[src/rtl/load_store_ctrl.sv]
// rtl/load_store_ctrl.sv - single-outstanding load/store controller with sub-word read-modify-write
// Optional feature: define LSU_MISALIGN_CHECK_EN to reject misaligned half/word accesses with resp_err.
module load_store_ctrl (
  input  logic        clk,
  input  logic        rst,
  input  logic        req_valid,
  output logic        req_ready,
  input  logic        req_we,
  input  logic [1:0]  req_size,
  input  logic        req_unsigned,
  input  logic [6:0]  req_addr,
  input  logic [31:0] req_wdata,
  output logic        resp_valid,
  output logic [31:0] resp_rdata,
  output logic        resp_err,
  output logic        mem_wr_en,
  output logic [4:0]  mem_wr_addr,
  output logic [31:0] mem_wr_data,
  output logic        mem_rd_en,
  output logic [4:0]  mem_rd_addr,
  input  logic [31:0] mem_rd_data
);

  typedef enum logic [2:0] {IDLE, RD, WAIT, WR, RESP} state_t;

  state_t      state, state_nx;
  logic        we_q;
  logic [1:0]  size_q;
  logic        uns_q;
  logic [6:0]  addr_q;
  logic [31:0] wdata_q;
  logic [31:0] rdata_q;
  logic [31:0] shifted;
  logic [7:0]  lane_byte;
  logic [15:0] lane_half;
  logic [31:0] load_val;
  logic [31:0] merged;

`ifdef LSU_MISALIGN_CHECK_EN
  logic        err_q;
  logic        misalign;
  // Half needs addr[0]=0, word (size 1x) needs addr[1:0]=0
  assign misalign = ((req_size == 2'b01) && req_addr[0]) ||
                    (req_size[1] && (req_addr[1:0] != 2'b00));
`endif

  // State register; synchronous reset returns to IDLE and aborts any in-flight op
  always_ff @(posedge clk) begin
    if (rst) state <= IDLE;
    else     state <= state_nx;
  end

  // Request latch on accept; WAIT captures either the load result or the merged store word
  always_ff @(posedge clk) begin
    if (rst) begin
      we_q    <= 1'b0;
      size_q  <= 2'b00;
      uns_q   <= 1'b0;
      addr_q  <= 7'd0;
      wdata_q <= 32'd0;
      rdata_q <= 32'd0;
`ifdef LSU_MISALIGN_CHECK_EN
      err_q   <= 1'b0;
`endif
    end else begin
      if (state == IDLE && req_valid) begin
        we_q    <= req_we;
        size_q  <= req_size;
        uns_q   <= req_unsigned;
        addr_q  <= req_addr;
        wdata_q <= req_wdata;
`ifdef LSU_MISALIGN_CHECK_EN
        err_q   <= misalign;
`endif
      end
      if (state == WAIT) begin
        if (we_q) wdata_q <= merged;
        else      rdata_q <= load_val;
      end
    end
  end

  // Lane extraction with sign/zero extension, and lane merge for sub-word stores
  always_comb begin
    shifted   = mem_rd_data >> {addr_q[1:0], 3'b000};
    lane_byte = shifted[7:0];
    lane_half = addr_q[1] ? mem_rd_data[31:16] : mem_rd_data[15:0];
    case (size_q)
      2'b00:   load_val = uns_q ? {24'd0, lane_byte} : {{24{lane_byte[7]}}, lane_byte};
      2'b01:   load_val = uns_q ? {16'd0, lane_half} : {{16{lane_half[15]}}, lane_half};
      default: load_val = mem_rd_data;
    endcase
    merged = mem_rd_data;
    if (size_q == 2'b00) merged[{addr_q[1:0], 3'b000} +: 8]  = wdata_q[7:0];
    else                 merged[{addr_q[1], 4'b0000} +: 16] = wdata_q[15:0];
  end

  // Next-state decode and output drive; rst gates the strobes so an aborted op never writes
  always_comb begin
    state_nx    = state;
    req_ready   = 1'b0;
    mem_rd_en   = 1'b0;
    mem_wr_en   = 1'b0;
    resp_valid  = 1'b0;
    resp_err    = 1'b0;
    resp_rdata  = rdata_q;
    mem_rd_addr = addr_q[6:2];
    mem_wr_addr = addr_q[6:2];
    mem_wr_data = wdata_q;
    case (state)
      IDLE: begin
        req_ready = 1'b1;
        if (req_valid) begin
`ifdef LSU_MISALIGN_CHECK_EN
          if (misalign) state_nx = RESP;
          else
`endif
          if (req_we && req_size[1]) state_nx = WR;
          else                       state_nx = RD;
        end
      end
      RD: begin
        mem_rd_en = ~rst;
        state_nx  = WAIT;
      end
      WAIT: state_nx = we_q ? WR : RESP;
      WR: begin
        mem_wr_en = ~rst;
        state_nx  = RESP;
      end
      RESP: begin
        resp_valid = ~rst;
        if (we_q) resp_rdata = 32'd0;
`ifdef LSU_MISALIGN_CHECK_EN
        if (err_q) begin
          resp_err   = 1'b1;
          resp_rdata = 32'd0;
        end
`endif
        state_nx = IDLE;
      end
      default: state_nx = IDLE;
    endcase
  end

endmodule

[config.mk]
export PLATFORM = sky130hd
export DESIGN_NAME = load_store_ctrl
export DESIGN_NICKNAME = d
export VERILOG_FILES = /design/src/rtl/load_store_ctrl.sv
export SDC_FILE = /design/constraint.sdc
export NUM_CORES = 1
export LEC_CHECK = 0
export BUFFER_PORTS_ARGS = -buffer_cell sky130_fd_sc_hd__buf_4
export CORE_UTILIZATION = 52
export CTS_BUF_LIST = sky130_fd_sc_hd__clkbuf_4 sky130_fd_sc_hd__clkbuf_8
export DETAILED_ROUTE_END_ITERATION = 16
export HOLD_SLACK_MARGIN = 0.03
export PLACE_DENSITY = 0.85
export SYNTH_ARGS = -nofsm -noshare
export SYNTH_HDL_FRONTEND = slang
export SYNTH_SLANG_ARGS = --single-unit
export TNS_END_PERCENT = 1
[constraint.sdc]
create_clock -name clk -period 2.1 [get_ports clk]
set_input_delay 0.21 -clock clk [delete_from_list [all_inputs] [get_ports clk]]
set_output_delay 0.21 -clock clk [all_outputs]
set_load 0.05 [all_outputs]
# [Yosys cells after proc, flatten, opt, wreduce, memory -nomap -nowiden]
# Cells that the tools add are included.
[word_totals] inputBits=78 out_inout_bits=79 regBits=78 word_cells=47
[op_classes] shift=5 n_addsub=2 n_reduce_logical=5 eq_ne=6 bitwise_logic=2 n_mux=20
[ops] operator="two-way mux 32 bit" n=8
[ops] operator="bitwise mux 32 bit" n=2
[ops] operator="case mux 32 bit (2 select lines)" n=1
[ops] operator="variable shift 16 x 7 -> 32 bit (first input constant)" n=1
[ops] operator="variable shift 8 x 7 -> 32 bit (first input constant)" n=1
[ops] operator="variable part select 16 x 7 -> 32 bit" n=1
[ops] operator="variable part select 8 x 7 -> 32 bit" n=1
[ops] operator=">> shifter 32 x 5 -> 8 bit" n=1
[ops] operator="two-way mux 16 bit" n=1
[ops] operator="negator 5 -> 7 bit" n=2
[ops] operator="case mux 3 bit (4 select lines)" n=1
[ops] operator="equality test 3 x 2 -> 1 bit (second input constant)" n=2
[ops] operator="two-way mux 3 bit" n=2
[ops] operator="two-way mux 1 bit" n=4
[ops] operator="equality test 3 x 1 -> 1 bit (second input constant)" n=1
[ops] operator="equality test 3 bit (second input constant)" n=1
[ops] operator="logical NOT 3 bit" n=1
[ops] operator="equality test 2 x 1 -> 1 bit (second input constant)" n=1
[ops] operator="logical AND 1 bit" n=2
[ops] operator="logical NOT 2 bit" n=1
[ops] operator="two-way mux 2 bit" n=1
[ops] operator="!= test 2 bit (second input constant)" n=1
[ops] operator="NOT 1 bit" n=2
[ops] operator="AND reduction 2 bit" n=1

# [Depth between registers and ports, before layout]
# Gate-level depths: netlist (run 1).
[depth] depth_word=6 depth_mapped=9

# [Least setup slack after synthesis (run 1)]
# Ideal clock, no wire load.
[synth_path] path_type="input-to-output" start="input rst" end="output resp_valid" path_buffers=2 slack_ns=-0.333 t_arrival_ns=2.223 stages=3 t_required_ns=1.890 cell_sequence="clkbuf_1 clkbuf_1 nor4b_1"
[synth_via] elab_chain_cells=2
[synth_lines] element="start: declaration" line_no="5" rtl="input logic rst,"
[synth_lines] element="NOT 1 bit" line_no="132" rtl="resp_valid = ~rst;"
[synth_lines] element="two-way mux 1 bit" line_no="110" rtl="case (state)"
[synth_lines] element="end: declaration" line_no="13" rtl="output logic resp_valid,"
# Every way passes these cells.

# [Final worst setup path (run 1)]
[layout_path] start="register state[0]" end="output resp_rdata[3]"
[layout_via] elab_chain_cells=2
[layout_lines] element="start: declaration" line_no="26" rtl="state_t state, state_nx;"
[layout_lines] element="start signal: assignment" line_no="50" rtl="else state <= state_nx;"
[layout_lines] element="equality test 3 bit" line_no="110"
[layout_lines] element="two-way mux 32 bit" line_no="110"
[layout_lines] element="end: declaration" line_no="14" rtl="output logic [31:0] resp_rdata,"
# Every way passes these cells.

==> results of run 1 <==
-- report_power, final --
group / switching [mW] / internal [mW] / leakage, nW / total, mW
Combinational: 1.17 / 0.649 / 1.65 / 1.81
Sequential: 0.132 / 1.64 / 0.641 / 1.77
Clock: 0.591 / 0.711 / 0.117 / 1.30
-- worst reg2reg max path: stages (launching register included) --
cell,delay [ps]
dfxtp_1,330
buf_4,340
mux2i_1,380
o22ai_2,190
a211oi_4,410
a211oi_1,140
-- cell usage in the layout, fill, tap and decap left out, types with 2 or more instances in the layout --
master     Yosys  routed
a222oi_1      14      14
inv_1         27      27
buf_4         15     170
a211oi_1      27      27
o21ai_0       14      14
nor2_2         2       2
a211oi_2       7       7
nor2b_1       25      25
nor4b_2        1       2
inv_6          0       2
nor2_1        36      36
nand4bb_2      0       2
o211ai_1       8       8
bufinv_16      0       2
mux2_2         7       7
nand3b_1      10      10
o21ai_2        2       2
dfxtp_2        0       4
mux2i_1        9       9
a21oi_1       24      24
dfxtp_1       78      74
and2b_1        9       9
and3_1         2       2
a311oi_1      17      17
ha_1           5       5
clkbuf_8       0      10
nor3_1         2       2
o22a_1         7       7
a221oi_1       9       9
o221ai_1       8       8
nand2_1       97      97
buf_12         0       3
-- stage by stage --
| stage | utilization | instance area (µm²) | setup WS, ps |
|---|---|---|---|
| 3_3_place_gp | 0.682 | 5660 | 197 |
| 4_1_cts | 0.710 | 5900 | 39.5 |
| 2_1_floorplan | - | 4490 | 199 |
| 5_1_grt | 0.712 | 5910 | 9.59 |
| 6_report | 0.712 | 5910 | 124 |
| 3_5_place_dp | 0.682 | 5660 | 137 |
-- repair_timing --
item,in CTS,in global routing
gates cloned,0,0
hold buffers,0,0
resized for setup,1,5
endpoints found under the setup margin,4,12
-- kinds of logic after synthesis --
group	count (synthesis)
AO/OA/AOI/OAI	154
flip-flops	78
buffers and inverters	85
AND/OR/NAND/NOR	202
other	1
multiplexers	16
adder cells (fa/ha/maj)	5
-- cell type report --
cell class / instances / area share
clock buffers: 10 / 0.0233
inverters: 27 / 0.0172
flip-flops and latches: 78 / 0.265
clock inverters: 6 / 0.0155
repair buffers: 174 / 0.228
multi-input cells: 378 / 0.428
well taps: 105 / 0.0222
-- worst paths after layout --
path	slack, ps	start	end	cells past startpoint
worst min register to register	470	uns_q$_SDFFE_PP0N_	uns_q$_SDFFE_PP0N_	2
worst max-delay path	120	state[0]$_SDFFE_PP0P_	resp_rdata[3]	5
worst min-delay path	110	req_addr[3]	addr_q[3]$_SDFFE_PP0N_	3
worst max register to register	180	addr_q[1]$_SDFFE_PP0N_	rdata_q[9]$_SDFFE_PP0P_	5
-- flip-flops by register name, indices dropped and copies added, names as in the netlist --
name         count
rdata_q         32
addr_q           7
we_q             1
mem_wr_data     32
size_q           2
state            3
uns_q            1
-- per-layer routing --
| layer | global-route usage | wire (µm) | vias to the layer above |
|---|---|---|---|
| li1 | - | - | 2200 |
| met1 | 0.451 | 6260 | 2144 |
| met2 | 0.503 | 6750 | 204 |
| met3 | 0.0523 | 1010 | 22 |
| met4 | 0.105 | 240 | 0 |
| met5 | 0 | 0 | - |
==> results by group, run 1 <==
Power and ir drop
  • Static Leak: 2.40 nW
  • Tot Pwr: 4.89 mW
  • VDD IR max: 0.422 mV
  • Power Density: 827 nW/µm²

Run
  • Max_cap viols: 0

Place
  • Placed Cells: 762
  • Final HPWL DP: 10,500 µm
  • Port buffer count: 155
  • Routability congestion estimate: 0.920

Finish
  • Finished Layout Cells: 778
  • Filler instances: 678
  • Area of the multi-input gates: 2530 µm²
  • Layout cell share with drive strength beyond 1: 0.339
  • Layout Area Growth over Synthesis: 31.6%
  • Layout Nets: 751
  • Register area: 1570 µm²
  • ANT cells: 0

Synth
  • Compound-cell area share of the yosys netlist: 0.274
  • Top cells by area, synth: dfxtp_1 (35%), nand2_1 (8.1%), a211oi_1 (4.5%), nor2b_1 (3.5%), a311oi_1 (3.3%)
  • Syn Inst Count: 541
  • Synth Area in Adders: 0.0139
  • Synth Flop Type: dfxtp_1
  • Most common library cells after synthesis: nand2_1 (97), dfxtp_1 (78), nor2_1 (36)
  • Cell taking the most area after synthesis: dfxtp_1
  • Simple-gate portion of the synthesized area: 0.230
  • Async SR Flop Fraction: 0
  • Count leader, synth: nand2_1
  • Syn_area_per_cell: 8.29 µm²
  • EDFF count, synth: 0
  • Post-synthesis xor/xnor area fraction: 0
  • Synth Warn #: 0
  • Synthesized flop and latch total: 78
  • Yosys top cell area share: 0.348
  • Mux cell area share after synthesis: 0.0376
  • Seq/Total Area, Yosys: 0.348
  • Net count after synthesis: 624
  • Largest family of logic cells by synthesized area: compound AO/OA/AOI/OAI gates
  • Netlist cell types: 64
  • Synth Cell Area: 4490 µm²

Setup path
  • Top fanout value on the critical path: 32
  • Worst path cell trace: nand2b_1 -> nor3b_2 -> buf_6 -> and2b_1 -> buf_4
  • CP max-delay cell: dfxtp_2
  • Critical Path End Type: output pin
  • CP top delay family: simple AND/OR/NAND/NOR gates
  • Worst path bufs/invs: 2
  • CP arrival: 1770 ps
  • Critical Path Max Stage Delay: 370 ps
  • Critical path required time: 1890 ps
  • Setup CP Type: reg -> out
  • Startpoint types: flop

STA
  • Period minus WS final: 1980 ps
  • Hold Vio Cnt, Final: 0
  • Period utilisation layout: 0.941
  • RSZ-0062 raised after global routing: no
  • Final count of pins violating max slew: 0
  • Final setup violation count: 0
  • Fmax: 506 MHz
  • Worst slew pin tran: 530 ps
  • Hold_ws: 105 ps
  • Relative slew margins: 0.647
  • Setup tns final: 0 ps
  • Post-route clock skew: 11.7 ps

Floorplanning
  • Core area: 8300 µm²
  • Die area: 9000 µm²
  • Io pins: 157
  • Initial Util: 0.541
  • Rows: 33
  • Horiz. Die Dim: 94.9 µm
  • Die height: 94.9 µm

Detailed routing
  • Via density: 5.87
  • Remaining DRCs: 0
  • Final ANT Viol Nets: 0
  • First DRT Iteration DRCs: 350
  • Pre-antenna DRT Iters: 5
  • Via count: 4,570
  • Routed WL: 14,300 µm
  • Per-cell routed wire length: 18.3 µm

Clock tree
  • Total CTS buffers: 9
  • Clk buf depth: 2
  • Sink Count: 78
  • CTS tree: yes
  • # Post-CTS Setup Buffers: 0
  • Root Driver: clkbuf_8
  • H-tree Lvls: 3
  • CTS clk-pin slew, worst paths: 90 ps
  • Worst skew pair latency: 350 ps

Min path
  • Class of the worst hold path: in -> reg

Global route
  • Pin count of the biggest net entering global routing: 48
  • Gr ovfl total: 0
  • Initial antenna violation count: 0
  • First-pass GRT wire length: 22,200 µm
  • Gr usage total: 0.322
  • Number of global-route vias before repair: 4,244

Status
  • Status: complete, no violations
Power figures use the tool's default switching activity.
==> inputs of run 2 (changes only) <==
MAX_ROUTING_LAYER = met4   (was default)
==> run 2 against run 1 <==
Net effect:
- power fell by 5.8%
- non-clock buffer count rose by 2
- critical path depth did not move
- clock-buffer cell count rose by 1
- worst setup slack got worse by 12 ps
- via count rose by 0.72%
- maximum frequency fell by 0.63%
- first-iteration DRC count rose by 19%
==> results by group, run 2 (synthesized netlist as in run 1, its figures left out) <==
Setup path
  • Critical path required time: 1890 ps
  • Setup CP Type: reg -> out
  • Critical Path End Type: output pin
  • Worst path cell trace: nand2b_1 -> nor3b_2 -> buf_6 -> and2b_1 -> buf_4
  • CP arrival: 1780 ps
  • Worst path bufs/invs: 2
  • CP top delay family: simple AND/OR/NAND/NOR gates
  • Startpoint types: flop
  • Top fanout value on the critical path: 32
  • Critical Path Max Stage Delay: 380 ps
  • CP max-delay cell: dfxtp_1

Floorplanning
  • Io pins: 157
  • Rows: 33
  • Die area: 9000 µm²
  • Horiz. Die Dim: 94.9 µm
  • Die height: 94.9 µm
  • Initial Util: 0.541
  • Core area: 8300 µm²

Finish
  • Filler instances: 676
  • Layout Nets: 753
  • Layout cell share with drive strength beyond 1: 0.337
  • Commonest non-fill, non-tap cell in the layout: buf_4
  • Layout Area Growth over Synthesis: 30.6%
  • Most frequent cells in the layout: buf_4 (171), nand2_1 (97), dfxtp_1 (75), nor2_1 (36)
  • Finished Layout Cells: 779
  • ANT cells: 0

Place
  • Port buffer count: 155
  • Routability congestion estimate: 0.933
  • Placed Cells: 764
  • Final HPWL DP: 10,600 µm

Detailed routing
  • Final ANT Viol Nets: 0
  • Per-cell routed wire length: 18.3 µm
  • Via density: 5.91
  • Pre-antenna DRT Iters: 5
  • First DRT Iteration DRCs: 418
  • Via count: 4,603
  • Remaining DRCs: 0
  • Routed WL: 14,200 µm

Clock tree
  • H-tree Lvls: 3
  • Root Driver: clkbuf_8
  • Clk buf depth: 2
  • Sink Count: 78
  • CTS clk-pin slew, worst paths: 80 ps
  • Hold buffers post-CTS: 0
  • CTS tree: yes
  • Total CTS buffers: 9
  • Worst skew pair latency: 340 ps

STA
  • Worst slew pin tran: 505 ps
  • Fmax: 503 MHz
  • Period utilisation layout: 0.947
  • Hold Vio Cnt, Final: 0
  • Final count of pins violating max slew: 0
  • Setup tns final: 0 ps
  • Period minus WS final: 1990 ps
  • RSZ-0062 raised after global routing: no
  • Relative slew margins: 0.663
  • Final setup violation count: 0
  • Post-route clock skew: 6.03 ps

Global route
  • Gr ovfl total: 0
  • Pin count of the biggest net entering global routing: 48
  • Initial antenna violation count: 0
  • Number of global-route vias before repair: 4,274
  • First-pass GRT wire length: 22,000 µm
  • Gr usage total: 0.328

Power and ir drop
  • Tot Pwr: 4.60 mW
  • Power Density: 786 nW/µm²
  • VDD IR max: 0.380 mV
  • Static Leak: 2.39 nW

Run
  • Max_cap viols: 0

Status
  • Status: complete, no violations

Min path
  • Class of the worst hold path: in -> reg
==> run 2: cell types whose count changed in the layout (fill, tap and decap cells not counted) <==
cell	delta
buf_4	+1
dfxtp_2	-1
inv_6	-2
dfxtp_1	+1
buf_6	+1
nand4bb_1	+1
bufinv_16	-2
clkinv_2	+2
clkbuf_4	+1
nand4bb_2	-1
==> run 2: through the flow <==
stage | hold slack, ps | setup slack [ps] | utilization | area [µm²]
finish | 106 | 112 | 0.706 | 5860
global route | 114 | 15.0 | 0.706 | 5860
CTS | 99.4 | 1.30 | 0.705 | 5850
detailed placement | 453 | 147 | 0.684 | 5680
global placement | 453 | 216 | 0.684 | 5680
floorplan | 346 | 199 | - | 4490
==> run 2: layer usage <==
metal / vias to the layer above / wire (µm) / share of wire / track usage
li1: 2201 / - / - / -
met1: 2141 / 6120 / 0.43 / 0.437
met2: 233 / 6620 / 0.47 / 0.499
met3: 28 / 1180 / 0.083 / 0.0580
met4: 0 / 296 / 0.021 / 0.116
met5: - / 0 / 0 / -
==> run 2: area by class of cell <==
cell class                 count  area (µm²)  share of cell area
timing repair buffer         176        1370               0.233
multi-input combinational    378        2520               0.431
clock inverter                 4        23.8             0.00406
inverter                      27         101              0.0173
clock buffer                  11         145              0.0248
sequential                    78        1570               0.267
tap                          105         131              0.0224
==> run 2: path summary, 6_finish.rpt <==
kind	depth (start not counted)	slack, ps	endpoint	start
setup reg to reg	6	180	mem_wr_data[26]$_SDFF_PP0_	addr_q[0]$_SDFFE_PP0N_
hold reg to reg	2	460	uns_q$_SDFFE_PP0N_	uns_q$_SDFFE_PP0N_
setup / recovery	5	110	resp_rdata[12]	state[0]$_SDFFE_PP0P_
hold / removal	3	110	addr_q[4]$_SDFFE_PP0N_	req_addr[4]
==> run 2: power breakdown <==
| part | switching [mW] | internal, mW | total [mW] |
|---|---|---|---|
| clock network | 0.548 | 0.465 | 1.01 |
| logic | 1.17 | 0.656 | 1.83 |
| registers | 0.127 | 1.64 | 1.76 |
==> run 2: worst register-to-register path: stages, from the launching register on <==
cell and delay (ps):
dfxtp_1 330, inv_1 100, ha_1 340, nand4bb_1 400
o221ai_1 280, a21oi_1 90, a311oi_1 280
==> run 2: repair_timing <==
| item | 4_1_cts | 5_1_grt |
|---|---|---|
| endpoints found under the setup margin | 0 | 12 |
| resized for setup | 0 | 5 |
| hold endpoints to repair | 0 | 0 |
| buffers inserted | 0 | 0 |
